`src/rtl/z80_ram_bridge_if.sv`:
```
// z80_ram_bridge_if
//   Groups the RC2014 backplane signals and the synchronous byte-RAM port
//   that z80_ram_bridge sits between.
//   Z80 side : mreq_n, rd_n, wr_n, z_addr, z_din (to bridge);
//              z_dout, z_doe, wait_n (from bridge).
//   RAM side : ram_ce, ram_wen, ram_addr, ram_wdata (from bridge);
//              ram_rdata (to bridge, valid the cycle after ram_ce).
//   master : the bridge itself.  slave : the backplane/RAM environment.
interface z80_ram_bridge_if;
    logic        mreq_n;
    logic        rd_n;
    logic        wr_n;
    logic [15:0] z_addr;
    logic [7:0]  z_din;
    logic [7:0]  z_dout;
    logic        z_doe;
    logic        wait_n;
    logic        ram_ce;
    logic        ram_wen;
    logic [16:0] ram_addr;
    logic [7:0]  ram_wdata;
    logic [7:0]  ram_rdata;

    modport master (
        input  mreq_n, rd_n, wr_n, z_addr, z_din, ram_rdata,
        output z_dout, z_doe, wait_n, ram_ce, ram_wen, ram_addr, ram_wdata
    );

    modport slave (
        output mreq_n, rd_n, wr_n, z_addr, z_din, ram_rdata,
        input  z_dout, z_doe, wait_n, ram_ce, ram_wen, ram_addr, ram_wdata
    );
endinterface

```
`src/rtl/z80_ram_bridge.sv`:
```
// z80_ram_bridge
//   Turns asynchronous Z80 memory cycles into single-clock ce/wen accesses
//   on a synchronous byte RAM with one-cycle registered read latency.
//   Strobes are double-flop synchronised; the cycle is stretched with WAIT
//   until the RAM access is done, and read data is driven back while MREQ
//   stays low.
//   Ports:
//     clk     : system clock
//     reset_n : asynchronous active-low reset
//     bus     : z80_ram_bridge_if.master (Z80 pins and RAM port)
module z80_ram_bridge #(
    parameter logic [15:0] RAM_BASE = 16'h8000,
    parameter int unsigned RAM_LAST = 16000
) (
    input logic               clk,
    input logic               reset_n,
    z80_ram_bridge_if.master  bus
);

    typedef enum logic [2:0] {
        IDLE,
        RD_REQ,
        RD_CAP,
        WR_REQ,
        HOLD
    } state_t;

    state_t      state;
    logic [1:0]  mreq_sync;
    logic [1:0]  rd_sync;
    logic [1:0]  wr_sync;
    logic        mreq_s;
    logic        rd_s;
    logic        wr_s;
    logic [16:0] offset;
    logic        hit;

    assign mreq_s = mreq_sync[1];
    assign rd_s   = rd_sync[1];
    assign wr_s   = wr_sync[1];

    // 17-bit compare so addresses near 16'hFFFF cannot wrap into the window.
    always_comb begin
        offset = {1'b0, bus.z_addr} - {1'b0, RAM_BASE};
        hit    = ({1'b0, bus.z_addr} >= {1'b0, RAM_BASE}) &&
                 (offset <= 17'(RAM_LAST));
    end

    // Outputs are registered on the transition into the state that owns
    // them, so ram_ce/ram_wen/wait_n line up exactly with RD_REQ/WR_REQ.
    always_ff @(posedge clk or negedge reset_n) begin
        if (!reset_n) begin
            state         <= IDLE;
            mreq_sync     <= '1;
            rd_sync       <= '1;
            wr_sync       <= '1;
            bus.z_dout    <= '0;
            bus.z_doe     <= 1'b0;
            bus.wait_n    <= 1'b1;
            bus.ram_ce    <= 1'b0;
            bus.ram_wen   <= 1'b0;
            bus.ram_addr  <= '0;
            bus.ram_wdata <= '0;
        end else begin
            mreq_sync   <= {mreq_sync[0], bus.mreq_n};
            rd_sync     <= {rd_sync[0], bus.rd_n};
            wr_sync     <= {wr_sync[0], bus.wr_n};
            bus.ram_ce  <= 1'b0;
            bus.ram_wen <= 1'b0;
            bus.wait_n  <= 1'b1;

            case (state)
                IDLE: begin
                    // rd_s != wr_s rejects refresh (both high) and the
                    // illegal both-low case in one term.
                    if (!mreq_s && hit && (rd_s != wr_s)) begin
                        bus.ram_addr <= offset;
                        bus.ram_ce   <= 1'b1;
                        bus.wait_n   <= 1'b0;
                        if (!rd_s) begin
                            state <= RD_REQ;
                        end else begin
                            state         <= WR_REQ;
                            bus.ram_wen   <= 1'b1;
                            bus.ram_wdata <= bus.z_din;
                        end
                    end
                end
                RD_REQ: begin
                    state      <= RD_CAP;
                    bus.wait_n <= 1'b0;
                end
                RD_CAP: begin
                    state      <= HOLD;
                    bus.z_dout <= bus.ram_rdata;
                    // An aborted read still captures but never drives the bus.
                    bus.z_doe  <= ~mreq_s;
                end
                WR_REQ: begin
                    state <= HOLD;
                end
                HOLD: begin
                    if (mreq_s) begin
                        state     <= IDLE;
                        bus.z_doe <= 1'b0;
                    end
                end
                default: begin
                    state <= IDLE;
                end
            endcase
        end
    end

endmodule

```
`src/flat_wrapper.sv`:
```
// flat-port wrapper written by rule: the top's interface ports become plain ports
module z80_ram_bridge_flat 
#(
    parameter logic [15:0] RAM_BASE = 16'h8000,
    parameter int unsigned RAM_LAST = 16000
)
  (clk, reset_n, bus_mreq_n, bus_rd_n, bus_wr_n, bus_z_addr, bus_z_din, bus_ram_rdata, bus_z_dout, bus_z_doe, bus_wait_n, bus_ram_ce, bus_ram_wen, bus_ram_addr, bus_ram_wdata);
  z80_ram_bridge_if bus_i ();
  input logic clk;
  input logic reset_n;
  input wire logic [$bits(bus_i.mreq_n)-1:0] bus_mreq_n;
  input wire logic [$bits(bus_i.rd_n)-1:0] bus_rd_n;
  input wire logic [$bits(bus_i.wr_n)-1:0] bus_wr_n;
  input wire logic [$bits(bus_i.z_addr)-1:0] bus_z_addr;
  input wire logic [$bits(bus_i.z_din)-1:0] bus_z_din;
  input wire logic [$bits(bus_i.ram_rdata)-1:0] bus_ram_rdata;
  output wire logic [$bits(bus_i.z_dout)-1:0] bus_z_dout;
  output wire logic [$bits(bus_i.z_doe)-1:0] bus_z_doe;
  output wire logic [$bits(bus_i.wait_n)-1:0] bus_wait_n;
  output wire logic [$bits(bus_i.ram_ce)-1:0] bus_ram_ce;
  output wire logic [$bits(bus_i.ram_wen)-1:0] bus_ram_wen;
  output wire logic [$bits(bus_i.ram_addr)-1:0] bus_ram_addr;
  output wire logic [$bits(bus_i.ram_wdata)-1:0] bus_ram_wdata;
  assign bus_i.mreq_n = bus_mreq_n;
  assign bus_i.rd_n = bus_rd_n;
  assign bus_i.wr_n = bus_wr_n;
  assign bus_i.z_addr = bus_z_addr;
  assign bus_i.z_din = bus_z_din;
  assign bus_i.ram_rdata = bus_ram_rdata;
  assign bus_z_dout = bus_i.z_dout;
  assign bus_z_doe = bus_i.z_doe;
  assign bus_wait_n = bus_i.wait_n;
  assign bus_ram_ce = bus_i.ram_ce;
  assign bus_ram_wen = bus_i.ram_wen;
  assign bus_ram_addr = bus_i.ram_addr;
  assign bus_ram_wdata = bus_i.ram_wdata;
  z80_ram_bridge #(.RAM_BASE(RAM_BASE), .RAM_LAST(RAM_LAST)) u_core (.clk(clk), .reset_n(reset_n), .bus(bus_i));
endmodule
```
`config.mk`:
```
export PLATFORM = sky130hd
export DESIGN_NAME = z80_ram_bridge_flat
export DESIGN_NICKNAME = d
export VERILOG_FILES = /design/src/rtl/z80_ram_bridge_if.sv /design/src/rtl/z80_ram_bridge.sv /design/src/flat_wrapper.sv
export SDC_FILE = /design/constraint.sdc
export NUM_CORES = 1
export LEC_CHECK = 0
export ABC_AREA = 1
export CAP_MARGIN = 30
export CORE_ASPECT_RATIO = 1.75
export CORE_UTILIZATION = 39
export CTS_CLUSTER_DIAMETER = 150
export CTS_CLUSTER_SIZE = 8
export DETAILED_ROUTE_END_ITERATION = 12
export PLACE_DENSITY = 0.71
export SLEW_MARGIN = 0
export SYNTH_ARGS = -nofsm -noshare
export SYNTH_HDL_FRONTEND = slang
export SYNTH_SLANG_ARGS = --single-unit
```
`constraint.sdc`:
```
create_clock -name clk -period 1.23 [get_ports clk]
set_input_delay 0.1845 -clock clk [delete_from_list [all_inputs] [get_ports clk]]
set_output_delay 0.1845 -clock clk [all_outputs]
set_load 0.01 [all_outputs]
```
==> impl_table.tex <==
\begin{tabular}{lr}
\hline
Metric & Value \\
\hline
\multicolumn{2}{l}{\textbf{Detailed routing}} \\
Number of detailed-routing iterations run before antenna repair & 4 \\
Remaining antenna violation count after routing & 0 \\
Via count & around 1600 \\
Post-Route WL & roughly 3800 um \\
DRC violation total after the first TritonRoute iteration & 17 \\
Number of DRC violations after detailed routing & 0 \\
Post-detailed-route wirelength per cell & $\sim$11 um \\
Average via count per standard cell & $\sim$4.5 \\
\multicolumn{2}{l}{\textbf{Critical path}} \\
Reg2reg start & u\_core.mreq\_sync[1] \\
Maximum fanout along the worst path & 10 \\
Largest stage delay on the critical path & between 0.5 and 0.6 ns \\
Critical path startpoint category & flop \\
Setup slack of the worst register-to-register path & -0.09 ns \\
Kind of critical path & reg -> reg \\
Setup crit end & u\_core.bus.ram\_wdata[1] \\
Worst reg2reg endpoint & u\_core.bus.ram\_wdata[1] \\
Cell count of the worst reg-to-reg path & 8 \\
Critical-path cell list & inv\_2, nand3b\_1, nor2\_4, buf\_12, nand3\_4, nand2\_1, nand2\_1, inv\_1 \\
WP data arrival & between 1.5 and 2 ns \\
Worst setup path start & u\_core.mreq\_sync[1] \\
Cell seen most often among critical-path stages & nand2\_1 \\
CP max-delay cell & dfstp\_2 \\
Capturing element type of the critical path & flop \\
Required time at the worst-slack endpoint & 1.42 ns \\
\multicolumn{2}{l}{\textbf{Global route}} \\
Maximum number of pins on one net before global-route repair & 46 \\
Overall Global Routing Usage & 16.0\% \\
Via count of the first global-routing pass & 1434 \\
Remaining Overflow, GRT & 0 \\
Initial antenna violation count & 0 \\
First-pass GRT wire length & 6450 um \\
\multicolumn{2}{l}{\textbf{Timing}} \\
Post-route clock period utilization & 107\% \\
Final hold violations & 0 \\
Final Max Tran Viols & 0 \\
Number of setup violations in the final report & 25 \\
Worst clock skew on the final layout & approximately 0.012 ns \\
Final worst slack & -0.0874 ns \\
Final-layout setup total negative slack & -1.56 ns \\
F\_max & about 760 MHz \\
Worst rel slew slack & a little over four fifths \\
Setup repair after global routing missed its margin & true \\
Tmin final & between 1 and 1.5 ns \\
Least-Margin Pin Slew & around 0.24 ns \\
\multicolumn{2}{l}{\textbf{Synth}} \\
Largest area contributor in the synthesized netlist & dfrtp\_1 \\
Count of unique library cells instantiated by Yosys & 22 \\
Avg Synthesized Cell Area & 9.97 um\^{}2 \\
Async set or reset register ratio after synthesis & 100\% \\
Number of flops mapped to enable cells by yosys & 0 \\
Synth Area in Simple Gates & approximately a fifth \\
Syn nets & roughly 230 \\
Combinational family with the most area after synthesis & simple AND/OR/NAND/NOR gates \\
Most used DFF post-synth & dfrtp\_1 \\
Fraction of the yosys area taken by sequential cells & around three fifths \\
Post-Synth Adder-Cell Area & 0\% \\
Gate count of the mapped netlist & about 190 \\
Compound-cell area share of the yosys netlist & under 10\% \\
XOR/XNOR Fraction of Synth Area & less than 1\% \\
Cell Area, Synth & 1930 um\^{}2 \\
Leading cell type by number of instances after synthesis & nand2\_1 \\
Register bit count reported by yosys & between 40 and 50 \\
Cell types occupying the most area after synthesis & dfrtp\_1 49\%, nand2\_1 9.9\%, dfstp\_2 9.5\% \\
Number of warnings reported in the yosys synthesis log & 0 \\
Share of synthesized area spent on multiplexers & under 10\% \\
Top post-synthesis cells by count & 51 x nand2\_1, 38 x dfrtp\_1, 36 x inv\_1 \\
Area fraction of the dominant cell type after synthesis & 49.2\% \\
\multicolumn{2}{l}{\textbf{Floorplan}} \\
Die extent in x & $\sim$55 um \\
I/O pin count & 74 \\
Area enclosed by the die boundary & 5260 um\^{}2 \\
Die height & roughly 95 um \\
Number of cell rows & 33 \\
Area of the core & roughly 4700 um\^{}2 \\
Starting utilization of the core area & 41.1\% \\
\multicolumn{2}{l}{\textbf{Power}} \\
Total power divided by cell area & roughly 1900 nW/um\^{}2 \\
Switching portion of total power & between 30\% and 40\% \\
Net load switching power & roughly 1.9 mW \\
Clock network power share & between 10\% and 20\% \\
Sequential Power Share & between 40\% and 50\% \\
P\_int & 3.83 mW \\
Reported leakage power & around 1.6 nW \\
Gate power share & $\sim$40\% \\
Worst vdd rail ir drop & $\sim$1.3 mV \\
\multicolumn{2}{l}{\textbf{Clock tree}} \\
H-tree level count & 2 \\
Number of buffers on the longest clock path & 2 \\
TritonCTS sink count & between 40 and 50 \\
Number of CTS-inserted buffers & 5 \\
Clock latency of the later-clocked register in the worst-skew pair & about 0.3 ns \\
Clock tree root buffer cell & clkbuf\_8 \\
Clock-pin slew reported for the worst setup and hold paths after clock tree synthesis & 0.09 ns \\
Clock tree from TritonCTS & built \\
\multicolumn{2}{l}{\textbf{Placed design}} \\
Placed Instance Area & between 2000 and 3000 um\^{}2 \\
\# placed instances & 334 \\
Number of buffers added on ports & between 70 and 80 \\
GPL Wtd Cong & between 0.7 and 0.8 \\
DP HPWL & roughly 2900 um \\
\multicolumn{2}{l}{\textbf{Min path}} \\
Beginning of the worst hold path & bus\_z\_addr[7] \\
Min-Delay Path Class & in -> reg \\
\multicolumn{2}{l}{\textbf{Layout}} \\
Fill cells & about 430 \\
Number of inserted diodes & 0 \\
Synthesis-to-finish area growth & 54.9\% \\
Total number of nets in the final design & between 300 and 400 \\
Layout Cells excl Fill & 345 \\
Finished layout cell area & about 3000 um\^{}2 \\
Share of final-layout standard cells stronger than drive strength 1 & between 20\% and 30\% \\
\multicolumn{2}{l}{\textbf{Flow run}} \\
Max-capacitance violation count & 0 \\
\multicolumn{2}{l}{\textbf{Status}} \\
Status & finished, violations left \\
Failing checks & setup timing \\
\hline
\end{tabular}
## metrics by stage
step           hold slack [ns]  util [%]  power, mW  setup slack, ns
5_1_grt                  0.261      63.6       6.10           -0.153
3_5_place_dp             0.185      61.2       4.96           -0.390
4_1_cts                  0.285      63.0       5.71          -0.0940
2_1_floorplan           -0.111         -       3.50         -0.00912
6_report                 0.240      63.6       5.68          -0.0874
3_3_place_gp             0.181      61.2       4.92           -0.349
## layer usage
layer | vias up | GRT usage (%) | part of all wire, % | routed length (um)
met5 | - | 0 | 0 | 0
met1 | 728 | 17.9 | 38 | 1470
li1 | 781 | - | - | -
met3 | 10 | 4.48 | 5.1 | 197
met4 | 0 | 8.13 | 2.4 | 91
met2 | 43 | 27.6 | 54 | 2070
## repair_timing
item | CTS | global route
pin swaps | 3 | 2
setup buffers | 0 | 1
setup endpoints to repair | 63 | 29
hold buffers | 1 | 0
hold endpoints to repair | 38 | 0
gates cloned | 0 | 1
resized for setup | 46 | 8
## final cells by class
type,count,area [um^2],area share [%]
clock inverters,2,35.0,1.17
well taps,52,65.1,2.17
inverters,42,158,5.26
multi-input cells,102,621,20.7
flip-flops and latches,45,1130,37.9
repair buffers,96,910,30.4
clock buffers,6,72.6,2.42
## cell families (layout without fill, tap and decap cells)
group,after synthesis,count (layout)
DFF,45,45
muxes,8,8
AOI/OAI and AO/OA,11,11
and+or+nand+nor,81,82
xor gates and xnor gates,1,1
buffers and inverters,48,146
## worst min path at each step
stage,endpoint,cells after the start
5_1_grt,u_core.bus.ram_addr[11],4
6_report,u_core.bus.ram_addr[7],4
3_3_place_gp,u_core.bus.ram_wdata[5],2
4_1_cts,u_core.rd_sync[0],1
3_5_place_dp,u_core.bus.ram_wdata[0],2
2_1_floorplan,u_core.bus.ram_addr[0],0
## placed cells by master, fill, tap and decap left out
cell type	Yosys	final
nand2_2	4	12
dfrtp_1	38	38
buf_6	4	1
dfstp_2	7	7
inv_2	6	8
inv_1	36	34
o21ai_2	8	8
nand3b_1	2	2
clkinv_2	0	1
clkbuf_1	0	1
mux2_2	8	8
clkbuf_8	0	5
nand2_1	51	43
nor2_4	2	2
dlymetal6s2s_1	0	2
nand3_1	3	3
xnor2_2	0	1
nor2_2	2	4
nor2_1	6	5
nor3_2	1	1
buf_12	0	4
dlygate4sd3_1	0	1
buf_2	1	2
o22ai_1	1	1
dlygate4sd2_1	0	36
nand4_1	8	8
bufinv_16	0	1
nand3_4	2	2
a21oi_1	2	2
clkdlybuf4s50_1	0	33
buf_4	1	17
## state kept, by name, indices dropped and copies added (netlist names)
register	cells
u_core.mreq_sync	2
u_core.bus.ram_ce	1
u_core.wr_sync	2
u_core.bus.wait_n	1
u_core.bus.z_doe	1
u_core.bus.ram_wen	1
u_core.rd_sync	2
u_core.bus.ram_wdata	8
u_core.bus.ram_addr	16
u_core.state	3
u_core.bus.z_dout	8
## power by group through the flow
stage          clock, mW  sequential [mW]  combinational (mW)
5_1_grt             1.18             2.42                2.50
3_3_place_gp           0             2.38                2.54
6_report            1.09             2.34                2.26
4_1_cts             1.12             2.35                2.24
3_5_place_dp           0             2.39                2.57
2_1_floorplan          0             2.60               0.905
## worst max-delay path: cells and delay by family (launching register included)
| family | cells | cell delay (ns) |
|---|---|---|
| buffers and inverters | 3 | 0.22 |
| DFF | 1 | 0.54 |
| and+or+nand+nor | 5 | 0.44 |
(Power assumes the default switching activity.)
